$ cat src/rtl/sisc_pkg.sv
// Shared defaults and types for the SISC fetch front end.
package sisc_pkg;

    localparam int SISC_ADDR_W  = 16;
    localparam int SISC_INSTR_W = 32;
    localparam int SISC_DEPTH   = 4;
    localparam logic [SISC_ADDR_W-1:0] SISC_RESET_PC = '0;

    // One prefetched instruction together with the word address it came from.
    typedef struct packed {
        logic [SISC_ADDR_W-1:0]  pc;
        logic [SISC_INSTR_W-1:0] instr;
    } fetch_entry_t;

endpackage

$ cat src/rtl/sisc_fetch_unit_if.sv
// Fetch-unit bus: instruction memory request/response, IR port to the
// control unit, and the redirect/halt controls from the branch logic.
//
// Handshakes: a transfer happens on a rising clk edge where valid && ready
// are both high. The fetch request may be withdrawn before acceptance (halt
// or redirect), the memory tolerates that. The memory response has no ready:
// it arrives in request order and must be taken. ir_data/ir_pc are held
// stable while ir_valid && !ir_ready.
interface sisc_fetch_unit_if #(
    parameter int ADDR_W  = 16,
    parameter int INSTR_W = 32
);
    logic               imem_req_valid;
    logic               imem_req_ready;
    logic [ADDR_W-1:0]  imem_req_addr;
    logic               imem_resp_valid;
    logic [INSTR_W-1:0] imem_resp_data;
    logic               ir_valid;
    logic               ir_ready;
    logic [INSTR_W-1:0] ir_data;
    logic [ADDR_W-1:0]  ir_pc;
    logic               redirect_valid;
    logic [ADDR_W-1:0]  redirect_pc;
    logic               halt;

    // Fetch unit side.
    modport master (
        output imem_req_valid, imem_req_addr,
        input  imem_req_ready,
        input  imem_resp_valid, imem_resp_data,
        output ir_valid, ir_data, ir_pc,
        input  ir_ready,
        input  redirect_valid, redirect_pc, halt
    );

    // Memory / control unit / branch logic side.
    modport slave (
        input  imem_req_valid, imem_req_addr,
        output imem_req_ready,
        output imem_resp_valid, imem_resp_data,
        input  ir_valid, ir_data, ir_pc,
        output ir_ready,
        output redirect_valid, redirect_pc, halt
    );
endinterface

$ cat src/rtl/sisc_sync_fifo.sv
// Synchronous FIFO with flush and a registered head output.
// The head register is loaded with the entry that will be at the front after
// this cycle, so a push into an empty queue is visible on the next cycle.
module sisc_sync_fifo #(
    parameter int WIDTH = 48,
    parameter int DEPTH = 4
) (
    input  logic                   clk,
    input  logic                   rst,
    input  logic                   push,
    input  logic                   pop,
    input  logic                   flush,
    input  logic [WIDTH-1:0]       din,
    output logic [WIDTH-1:0]       head,
    output logic [$clog2(DEPTH):0] count
);
    localparam int PTR_W = $clog2(DEPTH);
    localparam logic [PTR_W:0] FULL = (PTR_W+1)'(DEPTH);

    logic [WIDTH-1:0] mem [DEPTH];
    logic [PTR_W-1:0] rd_ptr;
    logic [PTR_W-1:0] wr_ptr;
    logic [PTR_W-1:0] rd_ptr_next;
    logic [PTR_W:0]   count_next;
    logic             do_push;
    logic             do_pop;
    logic             lands_at_head;
    logic [WIDTH-1:0] head_next;

    // Next pointers/occupancy and the value the head register must hold next.
    always_comb begin
        do_push       = push && !flush;
        do_pop        = pop && !flush && (count != '0);
        rd_ptr_next   = rd_ptr + PTR_W'(do_pop);
        count_next    = count + (PTR_W+1)'(do_push) - (PTR_W+1)'(do_pop);
        // The incoming entry becomes the head when the queue is (or becomes) empty.
        lands_at_head = do_push && (count == (PTR_W+1)'(do_pop));
        head_next     = lands_at_head ? din : mem[rd_ptr_next];
    end

    // Pointers, occupancy and head register; flush empties the queue.
    always_ff @(posedge clk or posedge rst) begin
        if (rst) begin
            rd_ptr <= '0;
            wr_ptr <= '0;
            count  <= '0;
            head   <= '0;
        end else if (flush) begin
            rd_ptr <= '0;
            wr_ptr <= '0;
            count  <= '0;
        end else begin
            rd_ptr <= rd_ptr_next;
            count  <= count_next;
            head   <= head_next;
            if (do_push) begin
                wr_ptr <= wr_ptr + 1'b1;
            end
        end
    end

    // Entry storage; data only, no reset needed.
    always_ff @(posedge clk) begin
        if (do_push) begin
            mem[wr_ptr] <= din;
        end
    end

    // The credit scheme upstream guarantees a push never lands on a full queue.
    no_overflow: assert property (@(posedge clk) disable iff (rst)
        !(do_push && !do_pop && count == FULL));

endmodule

$ cat src/rtl/sisc_fetch_unit.sv
// Instruction fetch front end: word-addressed fetch PC, credit-limited
// requests to instruction memory, prefetch queue of {pc, instr} entries,
// and branch redirect with discard of stale in-flight responses.
module sisc_fetch_unit
    import sisc_pkg::*;
#(
    parameter int ADDR_W  = SISC_ADDR_W,
    parameter int INSTR_W = SISC_INSTR_W,
    parameter int DEPTH   = SISC_DEPTH,
    parameter logic [ADDR_W-1:0] RESET_PC = ADDR_W'(SISC_RESET_PC)
) (
    input  logic                   clk,
    input  logic                   rst,
    sisc_fetch_unit_if.master      bus,
    output logic [$clog2(DEPTH):0] fifo_count,
    output logic                   busy
);
    localparam int CNT_W = $clog2(DEPTH) + 1;
    localparam logic [CNT_W:0] CREDITS = (CNT_W+1)'(DEPTH);

    typedef struct packed {
        logic [ADDR_W-1:0]  pc;
        logic [INSTR_W-1:0] instr;
    } entry_t;

    logic [ADDR_W-1:0] fpc;
    logic [ADDR_W-1:0] resp_pc;
    logic [CNT_W-1:0]  outstanding;
    logic [CNT_W-1:0]  outstanding_next;
    logic [CNT_W-1:0]  discard;
    logic [CNT_W-1:0]  count;
    logic [CNT_W:0]    credits_used;
    logic              accept;
    logic              resp;
    logic              push;
    logic              pop;
    entry_t            push_entry;
    entry_t            head_entry;

    // Request gating, handshake decode and queue controls.
    always_comb begin
        // Queued plus in-flight never exceeds DEPTH, so every response has a slot.
        credits_used       = {1'b0, count} + {1'b0, outstanding};
        bus.imem_req_valid = !rst && !bus.halt && !bus.redirect_valid
                             && (credits_used < CREDITS);
        bus.imem_req_addr  = fpc;
        accept             = bus.imem_req_valid && bus.imem_req_ready;
        resp               = bus.imem_resp_valid;
        outstanding_next   = outstanding + CNT_W'(accept) - CNT_W'(resp);
        // Responses owed to a pre-redirect path are dropped, as is any response
        // arriving in the redirect cycle itself.
        push               = resp && !bus.redirect_valid && (discard == '0);
        pop                = bus.ir_valid && bus.ir_ready;
        push_entry         = '{pc: resp_pc, instr: bus.imem_resp_data};
    end

    // Fetch PC, response PC, in-flight count and discard count.
    always_ff @(posedge clk or posedge rst) begin
        if (rst) begin
            fpc         <= RESET_PC;
            resp_pc     <= RESET_PC;
            outstanding <= '0;
            discard     <= '0;
        end else begin
            outstanding <= outstanding_next;
            if (bus.redirect_valid) begin
                fpc     <= bus.redirect_pc;
                resp_pc <= bus.redirect_pc;
                // Everything still in flight after this edge belongs to the old path.
                discard <= outstanding_next;
            end else begin
                if (accept) begin
                    fpc <= fpc + 1'b1;
                end
                if (resp) begin
                    if (discard != '0) begin
                        discard <= discard - 1'b1;
                    end else begin
                        resp_pc <= resp_pc + 1'b1;
                    end
                end
            end
        end
    end

    sisc_sync_fifo #(
        .WIDTH ($bits(entry_t)),
        .DEPTH (DEPTH)
    ) u_fifo (
        .clk   (clk),
        .rst   (rst),
        .push  (push),
        .pop   (pop),
        .flush (bus.redirect_valid),
        .din   (push_entry),
        .head  (head_entry),
        .count (count)
    );

    assign bus.ir_valid = (count != '0);
    assign bus.ir_data  = head_entry.instr;
    assign bus.ir_pc    = head_entry.pc;
    assign fifo_count   = count;
    assign busy         = (outstanding != '0);

endmodule

$ cat src/flat_wrapper.sv
// flat-port wrapper written by rule: the top's interface ports become plain ports
module sisc_fetch_unit_flat import sisc_pkg::*;
#(
    parameter int ADDR_W  = SISC_ADDR_W,
    parameter int INSTR_W = SISC_INSTR_W,
    parameter int DEPTH   = SISC_DEPTH,
    parameter logic [ADDR_W-1:0] RESET_PC = ADDR_W'(SISC_RESET_PC)
)
  (clk, rst, fifo_count, busy, bus_imem_req_valid, bus_imem_req_addr, bus_imem_req_ready, bus_imem_resp_valid, bus_imem_resp_data, bus_ir_valid, bus_ir_data, bus_ir_pc, bus_ir_ready, bus_redirect_valid, bus_redirect_pc, bus_halt);
  sisc_fetch_unit_if #(.ADDR_W(ADDR_W), .INSTR_W(INSTR_W)) bus_i ();
  input  logic clk;
  input  logic rst;
  output logic [$clog2(DEPTH):0] fifo_count;
  output logic busy;
  output wire logic [$bits(bus_i.imem_req_valid)-1:0] bus_imem_req_valid;
  output wire logic [$bits(bus_i.imem_req_addr)-1:0] bus_imem_req_addr;
  input wire logic [$bits(bus_i.imem_req_ready)-1:0] bus_imem_req_ready;
  input wire logic [$bits(bus_i.imem_resp_valid)-1:0] bus_imem_resp_valid;
  input wire logic [$bits(bus_i.imem_resp_data)-1:0] bus_imem_resp_data;
  output wire logic [$bits(bus_i.ir_valid)-1:0] bus_ir_valid;
  output wire logic [$bits(bus_i.ir_data)-1:0] bus_ir_data;
  output wire logic [$bits(bus_i.ir_pc)-1:0] bus_ir_pc;
  input wire logic [$bits(bus_i.ir_ready)-1:0] bus_ir_ready;
  input wire logic [$bits(bus_i.redirect_valid)-1:0] bus_redirect_valid;
  input wire logic [$bits(bus_i.redirect_pc)-1:0] bus_redirect_pc;
  input wire logic [$bits(bus_i.halt)-1:0] bus_halt;
  assign bus_imem_req_valid = bus_i.imem_req_valid;
  assign bus_imem_req_addr = bus_i.imem_req_addr;
  assign bus_i.imem_req_ready = bus_imem_req_ready;
  assign bus_i.imem_resp_valid = bus_imem_resp_valid;
  assign bus_i.imem_resp_data = bus_imem_resp_data;
  assign bus_ir_valid = bus_i.ir_valid;
  assign bus_ir_data = bus_i.ir_data;
  assign bus_ir_pc = bus_i.ir_pc;
  assign bus_i.ir_ready = bus_ir_ready;
  assign bus_i.redirect_valid = bus_redirect_valid;
  assign bus_i.redirect_pc = bus_redirect_pc;
  assign bus_i.halt = bus_halt;
  sisc_fetch_unit #(.ADDR_W(ADDR_W), .INSTR_W(INSTR_W), .DEPTH(DEPTH), .RESET_PC(RESET_PC)) u_core (.clk(clk), .rst(rst), .bus(bus_i), .fifo_count(fifo_count), .busy(busy));
endmodule
$ cat config.mk
export PLATFORM = sky130hd
export DESIGN_NAME = sisc_fetch_unit_flat
export DESIGN_NICKNAME = d
export VERILOG_FILES = /design/src/rtl/sisc_pkg.sv /design/src/rtl/sisc_fetch_unit_if.sv /design/src/rtl/sisc_sync_fifo.sv /design/src/rtl/sisc_fetch_unit.sv /design/src/flat_wrapper.sv
export SDC_FILE = /design/constraint.sdc
export NUM_CORES = 1
export LEC_CHECK = 0
export CAP_MARGIN = 20
export CORE_MARGIN = 4
export CORE_UTILIZATION = 38
export DETAILED_ROUTE_END_ITERATION = 8
export PLACE_DENSITY = 0.65
export SETUP_SLACK_MARGIN = 0.5
export SLEW_MARGIN = 20
export SYNTH_ARGS = -nofsm -noshare
export SYNTH_HDL_FRONTEND = slang
export SYNTH_HIERARCHICAL = 1
export SYNTH_SLANG_ARGS = --single-unit
$ cat constraint.sdc
create_clock -name clk -period 2.9 [get_ports clk]
set_input_delay 0.87 -clock clk [delete_from_list [all_inputs] [get_ports clk]]
set_output_delay 0.87 -clock clk [all_outputs]
set_load 0.005 [all_outputs]
==> Word level (Yosys, flattened, before mapping) <==
Memories as Yosys holds them, arrays and structs flattened.
Index checks and enable logic that the tools add are counted.
W data, S select, Z words.
{ "totals": {"reg_bits": 93, "ram_bits": 192, "in_bits": 55, "mem_count": 1, "out_inout_bits": 70} }
{ "memory_table": {"columns": ["memory", "depth", "word_bits", "read_ports", "rd_clocked_by_memory_dff", "write_ports", "line", "rtl"], "rows": [
  ["u_core.u_fifo.mem", 4, 48, 1, 0, 1, "sisc_sync_fifo.sv:20", "logic [WIDTH-1:0] mem [DEPTH];"]
]} }
{ "op_classes": {"reduce_logical": 24, "muxes": 15, "addsub": 10, "order_cmp": 1, "eq_ne": 2} }
{ "op_table": {"columns": ["operator", "n"], "rows": [
  ["$mux W16", 5],
  ["$mux W48", 1],
  ["$add A16 B1 Y16 const B", 2],
  ["$mux W3", 4],
  ["$logic_and A1 B1 Y1", 11],
  ["$reduce_bool A3 Y1", 3],
  ["$reduce_bool A2 Y1", 4],
  ["$add A3 B1 Y3", 2],
  ["$mux W2", 3],
  ["$sub A3 B1 Y3", 2],
  ["$add A3 B3 Y4", 1],
  ["$lt A4 B3 Y1 const B", 1],
  ["$reduce_and A2 Y1", 2],
  ["$eq A3 B1 Y1", 1],
  ["$logic_not A1 Y1", 3],
  ["$logic_not A3 Y1", 1],
  ["$sub A3 B1 Y3 const B", 1],
  ["$add A2 B1 Y2", 1],
  ["$add A2 B1 Y2 const B", 1],
  ["$mux W1", 2],
  ["$ne A2 B2 Y1 const B", 1]
]} }

==> Logic depth before layout (Yosys ltp) <==
Gate-level depths: netlist of run 1.
{ "logic_depth": {"depth_word": 8, "depth_mapped": 14, "mapped_depth_nobuf": 11} }

==> Cells and area by module <==
Netlist of run 1, hierarchy kept.
{ "by_module_without_submodules": {"columns": ["module", "area_each_um2", "cells_each", "instances", "seq_area_each_um2"], "rows": [
  ["sisc_sync_fifo", 11986.5, 969, 1, 7141.8],
  ["sisc_fetch_unit", 2348.5, 256, 1, 950.9]
]} }

==> Worst setup path after synthesis of run 1 <==
OpenSTA, ideal clock, no wires.
{ "synth_path": {"path_type": "in2reg", "startpoint": "input port bus_redirect_valid", "endpoint": "memory u_core.u_fifo.mem[0][0] (enable)", "setup_ps": 410, "cell_stages": 6, "setup_slack_ps": -710, "t_arrival_ps": 3199, "path_cell_list": "clkbuf_1 -> buf_1 -> clkbuf_1 -> nor2_1 -> nor2b_1 -> and2_1"} }
{ "synth_between": {"elab_chain_cells": 6} }
{ "synth_rtl": {"columns": ["element", "line", "rtl"], "rows": [
  ["start: declaration", "flat_wrapper.sv:24", "input wire logic [$bits(bus_i.redirect_valid)-1:0] bus_redirect_valid;"],
  ["$logic_not A1 Y1", "sisc_fetch_unit.sv:52", "push = resp && !bus.redirect_valid && (discard == '0);"],
  ["$logic_and A1 B1 Y1 (2 in series)", "sisc_fetch_unit.sv:52", null],
  ["named net u_core.push", "sisc_fetch_unit.sv:35", "logic push;"],
  ["$logic_and A1 B1 Y1", "sisc_sync_fifo.sv:32", "do_push = push && !flush;"],
  ["$mux W1", "sisc_sync_fifo.sv:64", "if (do_push) begin"],
  ["$mux W1 (implied by the code)", "sisc_sync_fifo.sv:65", "mem[wr_ptr] <= din;"],
  ["end: declaration", "sisc_sync_fifo.sv:20", null]
]} }
The timed path passes the listed nets, and every way through them passes these cells.

==> Worst setup path in the final report of run 1 <==
{ "layout_path": {"startpoint": "input port rst", "endpoint": "output port bus_imem_req_valid"} }
{ "layout_between": {"elab_chain_cells": 4} }
{ "layout_rtl": {"columns": ["element", "line", "rtl"], "rows": [
  ["start: declaration", "flat_wrapper.sv:12", "input logic rst;"],
  ["$logic_not A1 Y1", "sisc_fetch_unit.sv:44", "bus.imem_req_valid = !rst && !bus.halt && !bus.redirect_valid"],
  ["$logic_and A1 B1 Y1 (2 in series)", "sisc_fetch_unit.sv:44", null],
  ["$logic_and A1 B1 Y1", "sisc_fetch_unit.sv:45", "&& (credits_used < CREDITS);"],
  ["end: declaration", "flat_wrapper.sv:15", "output wire logic [$bits(bus_i.imem_req_valid)-1:0] bus_imem_req_valid;"]
]} }
No other way between the ends.

==> results.cfg, run 1 <==
[floorplan]
core_area_sq_mm = 0.0369
chipHeight_um = 202
core.rowCount = 70
die_x_um = 202
floorplan.initialDensity_pct = 38.9
design.portCount = 125
design.die.area_sq_mm = 0.0409

[timing]
fin_setup_tns_ns = 0
timing.final.crit_share_pct = 89.9
slew_headroom_pct = 50.9
worst_pin_slew_ns = 0.737
final_period_minus_worst_setup_slack_ns = 2.61
final_setup_slack_of_the_worst_path_ns = 0.292
final.setup_skew_ns = 0.0250
finalHoldViolations = 0
peak_freq_mhz = 383
rsz_0062_raised_after_global_routing = yes
final_max_slew_viol_count = 0
whs_ns = 0.520
timing.final.setup_violations = 0

[worst_setup_path]
critPathMaxFanout = 3
crit_path_end_kind = output pin
worst_path_class_setup = in2out
critical_path_arrival_ns = 1.74
worstPathRequired_ns = 2.03
cp-start-kind = primary input

[yosys]
netlist.top_cell.by_area = edfxtp_1
postSynthRegisterBits = 285
synth-edff-count = 192
most_frequently_used_cell_type_in_the_post_synthesis_netlist = edfxtp_1
yosysUniqueCellTypes = 59
synth_largest_type_area_fraction_pct = 40.2
syn-cell-area_sq_mm = 0.0143
synth-seq-area-share_pct = 56.5
synth-main-ff-cell = edfxtp_1
synth_common_cells = 192 x edfxtp_1, 100 x mux2i_1, 97 x and3_1
postSynth.asyncResetShare_pct = 32.6
synth.avg_cell_area_sq_um = 11.7
syn-instance-count = 1225
ys.warnings.count = 6
ys_top_cells_by_area = edfxtp_1 40%, dfrtp_1 16%, mux2i_1 7.0%, o31ai_1 5.0%, and3_1 4.2%
synth_fp_nets = 1295

[drt]
detailedRoute.firstIterationViolations = 758
totalWireLength_um = 42000
drt_pre_antenna_iters = 5
num_vias = 11160
drcViolationCount = 0
wl_per_cell_um = 22.1
post_drt_via_cell_ratio = 5.87
detail-route-antenna-nets = 0

[pwr]
p_leak_uw = 0.00650
sequential_share_of_power_pct = 44.2
share_of_power_burned_in_combinational_logic_pct = 15.1
total_power_uw = 11000
power.density_mw_per_mm2 = 595
netSwitchingFraction_pct = 24.7
vdd_ir_drop_max_uv = 336
power.switching_uw = 2700
power_report.internal_total_uw = 8260
clock_power_share_pct = 40.7

[run_status]
outcome = finished, final reports clean

[place]
pre_cts_ws_ns = -0.107
globalplace.congestion = 0.811
place.port_buffers = 124
placed_area_sq_mm = 0.0164
detailedPlacementHpwl_um = 22500

[finish]
antenna-diode-count = 0
final_cell_area_sq_mm = 0.0184
drive_gt1_share_pct = 16.5
fillerInstances = 3159
design.final.nets = 1440
area_delta_synth_final_pct = 28.5

[global_routing]
largest_net_degree_at_the_start_of_global_routing = 189
gr-usage-all-layers_pct = 18.6
leftover_overflow_at_the_end_of_global_routing = 0
global_route_wire_length_before_repair_um = 61500
first_global_vias = 11014
antenna_found_initial = 0

[clocking]
clkLatencyLatePin_ns = 0.53
htree_num_levels = 2
cts-buffers-inserted = 34
clk_pin_slew_worst_paths_ns = 0.06
cts.root.buffer_cell = clkbuf_16
clock_path_buffers = 3
hold_buffers = 0
tritoncts = yes
tritoncts_num_sinks = 285

[flow_run]
cap_violations = 0

[min_path]
holdCritPathClass = reg2reg
## power groups by stage
stage | sequential [uW] | combinational [uW] | clock (uW)
5_1_grt | 4880 | 1790 | 4730
2_1_floorplan | 4860 | 752 | 0
4_1_cts | 4850 | 1490 | 4550
3_5_place_dp | 4930 | 1420 | 0
6_report | 4850 | 1650 | 4470
3_3_place_gp | 4930 | 1390 | 0
## what timing repair did
item,4_1_cts,5_1_grt
gates cloned,0,9
resized for setup,34,75
setup endpoints to repair,64,59
pin swaps,10,15
setup buffers,9,25
## stage by stage
stage / util (%) / instances
6_report: 49.9 / 1900
5_1_grt: 49.9 / 1900
4_1_cts: 48.1 / 1866
3_5_place_dp: 44.6 / 1795
3_3_place_gp: 44.6 / 1795
2_1_floorplan: - / 1225
## final timing paths
path	cells after the start	slack (ns)	to	start
max	4	0.29	bus_imem_req_valid	rst
min	2	0.52	u_core/u_fifo/head[32]$_DFFE_PP0N_	u_core/u_fifo/head[32]$_DFFE_PP0N_
max reg2reg	12	0.36	u_core/discard[2]$_DFFE_PP0P_	u_core/u_fifo/count[1]$_DFF_PP0_
min reg2reg	2	0.52	u_core/u_fifo/head[32]$_DFFE_PP0N_	u_core/u_fifo/head[32]$_DFFE_PP0N_
max in group asynchronous	4	1.41	u_core/u_fifo/head[13]$_DFFE_PP0N_	rst
min in group asynchronous	3	0.87	u_core/bus.imem_req_addr[10]$_DFFE_PP0P_	rst
## state kept, by name, summed over array words and instances, names as in the netlist
signal                    flops
u_core/u_fifo/count           3
u_core/bus.imem_req_addr     16
u_core/resp_pc               16
u_core/u_fifo/head           48
u_core/u_fifo/wr_ptr          2
u_core/outstanding            3
u_core/discard                3
u_core/u_fifo/mem           192
u_core/u_fifo/rd_ptr          2
## critical path, stage by stage
cell,delay [ns]
clkdlybuf4s50_1,0.45
nor2_2,0.15
and3_1,0.15
buf_2,0.11
## layout make-up
type	count	area, sq um	share of cell area [%]
flip-flops and latches	285	8110	44.0
multi-input cells	810	5990	32.5
repair buffers	222	2440	13.3
clock buffers	47	961	5.22
well taps	504	631	3.42
clock inverters	15	219	1.19
inverters	17	63.8	0.346
## metal layers
| metal | up-vias | track usage, % | wire [um] |
|---|---|---|---|
| met5 | - | 0 | 0 |
| met4 | 0 | 6.60 | 998 |
| met3 | 82 | 3.39 | 3220 |
| met2 | 459 | 31.0 | 20200 |
| met1 | 5556 | 24.5 | 17600 |
| li1 | 5063 | - | - |
## kinds of logic (layout without fill, tap and decap cells)
family / after synthesis / count (layout) / share of synthesized area [%]
AOI/OAI and AO/OA: 389 / 389 / 18.5
xor gates and xnor gates: 17 / 17 / 1.04
adders and majority gates: 15 / 15 / 1.41
buffers and inverters: 130 / 301 / 3.91
DFF: 285 / 285 / 56.5
muxes: 104 / 104 / 7.30
and+or+nand+nor: 285 / 285 / 11.4
## cells in the final DEF, fill, tap and decap left out, drive strengths merged, types with 51 or more instances in the layout
master,synthesis,final
mux2i,100,100
buf,37,96
clkdlybuf4s50,0,116
edfxtp,192,192
o21ai,59,59
dfrtp,93,93
and3,97,97
a21boi,51,51
nand3,59,59
clkbuf,76,53
a211oi,52,52
a21oi,56,56
o31ai,96,96
Power figures use the tool's default switching activity.
==> run 2: changes to the inputs <==
Settings changed: CORE_MARGIN 4 to unset, GPL_ROUTABILITY_DRIVEN set to 0, PLACE_DENSITY 0.65 to 0.62.
Clock period 2.9 ns to 2.4 ns, I/O delays scaled along.
==> run 2 against run 1 <==
The run now ends with negative setup slack left. Sequential cell count did not move. Combinational power rose by 65%. Core utilization rose by 9.8 points. Wire length rose by 23%. Global-route usage rose by 6.1 points. Clock skew fell by 0.0064 ns. Cell area rose by 20%. Sequential power rose by 21%. Register-to-register slack got worse by 0.53 ns. Cell count rose by 8.2%. Setup slack got worse by 0.46 ns. Via count rose by 12%. Critical endpoint is now u_core/bus.imem_req_addr[7]$_DFFE_PP0P_. Largest cell class unchanged. Largest power group unchanged.
==> results.cfg, run 2 (synthesis gave the netlist of run 1 again) <==
[worst_setup_path]
worst_path_class_setup = reg2reg
worstRegToRegCells = 8
crit_path_end_kind = flip-flop
critical_path_arrival_ns = 3.00
critPathMaxFanout = 5
cp-start-kind = flip-flop
worstPathRequired_ns = 2.83

[finish]
finish.cell_count_without_fillers = 2056
design.final.nets = 1598
area_delta_synth_final_pct = 53.8
final_common_cell = edfxtp_1
drive_gt1_share_pct = 41.1
fillerInstances = 2746
register_with_the_most_flip_flops = u_core/u_fifo/mem
antenna-diode-count = 0
biggestRegsByFlops = u_core/u_fifo/mem (192), u_core/u_fifo/head (48)
final_cell_mix = 192 x edfxtp_1, 100 x mux2i_1, 99 x buf_4
largest_register_ff_count = 192

[drt]
detail-route-antenna-nets = 0
drcViolationCount = 0
num_vias = 12471
wl_per_cell_um = 25.1
detailedRoute.firstIterationViolations = 1156
totalWireLength_um = 51700
post_drt_via_cell_ratio = 6.07
drt_pre_antenna_iters = 5

[timing]
worst_pin_slew_ns = 0.746
finalHoldViolations = 0
whs_ns = 0.535
fin_setup_tns_ns = -3.43
final_setup_slack_of_the_worst_path_ns = -0.171
timing.final.crit_share_pct = 107
slew_headroom_pct = 50.3
peak_freq_mhz = 389
final.setup_skew_ns = 0.0186
final_period_minus_worst_setup_slack_ns = 2.57
timing.final.setup_violations = 56
final_max_slew_viol_count = 0
rsz_0062_raised_after_global_routing = yes

[global_routing]
global_route_wire_length_before_repair_um = 72900
first_global_vias = 12591
largest_net_degree_at_the_start_of_global_routing = 105
antenna_found_initial = 0
gr-usage-all-layers_pct = 24.6
leftover_overflow_at_the_end_of_global_routing = 0

[clocking]
clock_path_buffers = 3
clkLatencyLatePin_ns = 0.56
cts.root.buffer_cell = clkbuf_16
clk_pin_slew_worst_paths_ns = 0.07
hold_buffers = 0
cts-buffers-inserted = 30
tritoncts = yes
htree_num_levels = 1
tritoncts_num_sinks = 285

[place]
dpl.cell_count = 1816
pre_cts_ws_ns = -0.502
detailedPlacementHpwl_um = 24000
place.port_buffers = 124

[floorplan]
design.die.area_sq_mm = 0.0385
core_area_sq_mm = 0.0369
floorplan.initialDensity_pct = 38.9
core.rowCount = 70
design.portCount = 125
chipHeight_um = 196
die_x_um = 196

[pwr]
vdd_ir_drop_max_uv = 477
total_power_uw = 13500
power.density_mw_per_mm2 = 613
p_leak_uw = 0.00787

[flow_run]
cap_violations = 0

[min_path]
holdCritPathClass = reg2reg
worstHoldPathCells = 2

[run_status]
violations_in_the_final_reports = negative setup slack
outcome = complete, but fails checks
==> run 2: changes by cell type in the layout (fill, tap and decap cells not counted), moves of 28 or more <==
| cell | before | now |
|---|---|---|
| clkdlybuf4s50_1 | 116 | 52 |
| a211oi_1 | 45 | 14 |
| o31ai_1 | 80 | 46 |
| and3_1 | 96 | 46 |
| and3_4 | 0 | 51 |
| a211oi_2 | 7 | 38 |
| buf_6 | 10 | 51 |
| buf_2 | 1 | 29 |
| buf_4 | 55 | 99 |
| buf_16 | 1 | 41 |
==> run 2: repair_timing <==
action / in CTS / in global routing
hold endpoints to repair: 0 / 0
setup buffers: 101 / 31
gates cloned: 36 / 16
endpoints found under the setup margin: 341 / 298
pin swaps: 88 / 58
resized for setup: 496 / 156
==> run 2: worst paths after layout <==
path                                               startpoint                                      end  slack [ns]
max                           u_core/outstanding[2]$_DFF_PP0_  u_core/bus.imem_req_addr[7]$_DFFE_PP0P_       -0.17
max in group asynchronous                                 rst        u_core/u_fifo/rd_ptr[1]$_DFF_PP0_        1.26
min reg2reg                u_core/u_fifo/head[13]$_DFFE_PP0N_       u_core/u_fifo/head[13]$_DFFE_PP0N_        0.53
max reg2reg                   u_core/outstanding[2]$_DFF_PP0_  u_core/bus.imem_req_addr[7]$_DFFE_PP0P_       -0.17
min                        u_core/u_fifo/head[13]$_DFFE_PP0N_       u_core/u_fifo/head[13]$_DFFE_PP0N_        0.53
min in group asynchronous                                 rst            u_core/discard[0]$_DFFE_PP0P_        0.73
==> run 2: metal layers <==
layer	GRT usage (%)	up-vias	wire length (um)
met5	0	-	0
met4	10.9	0	1990
met3	3.18	151	4250
met2	42.9	678	25400
met1	30.6	6246	20000
li1	-	5396	-
==> run 2: stage by stage <==
step | util, % | cell area (sq um)
after floorplan | - | 14700
after global placement | 45.5 | 16800
after detailed placement | 45.5 | 16800
after CTS | 56.3 | 20800
after global routing | 59.8 | 22000
final | 59.8 | 22000
==> run 2: area by class of cell <==
class	count	area (sq um)	share of cell area, %
clock inverter	10	104	0.471
tap	504	631	2.86
timing repair buffer	384	4950	22.5
sequential	285	8110	36.8
multi-input combinational	810	7230	32.8
inverter	17	67.6	0.306
clock buffer	46	956	4.34
==> run 2: worst max-delay path, cell delays in order (launching register included) <==
cell	delay (ns)
dfrtp_1	0.41
ha_4	0.26
nor4_4	0.28
buf_4	0.18
buf_4	0.10
buf_6	0.08
or4b_4	0.50
or4b_1	0.47
and4_1	0.18
==> run 2: report_power, final <==
group	switching [uW]	total (uW)	internal (uW)	leakage, uW
clock network	1970	4920	2950	0.000523
registers	283	5860	5580	0.00284
logic	1260	2730	1480	0.00450
total	3510	13500	10000	0.00787
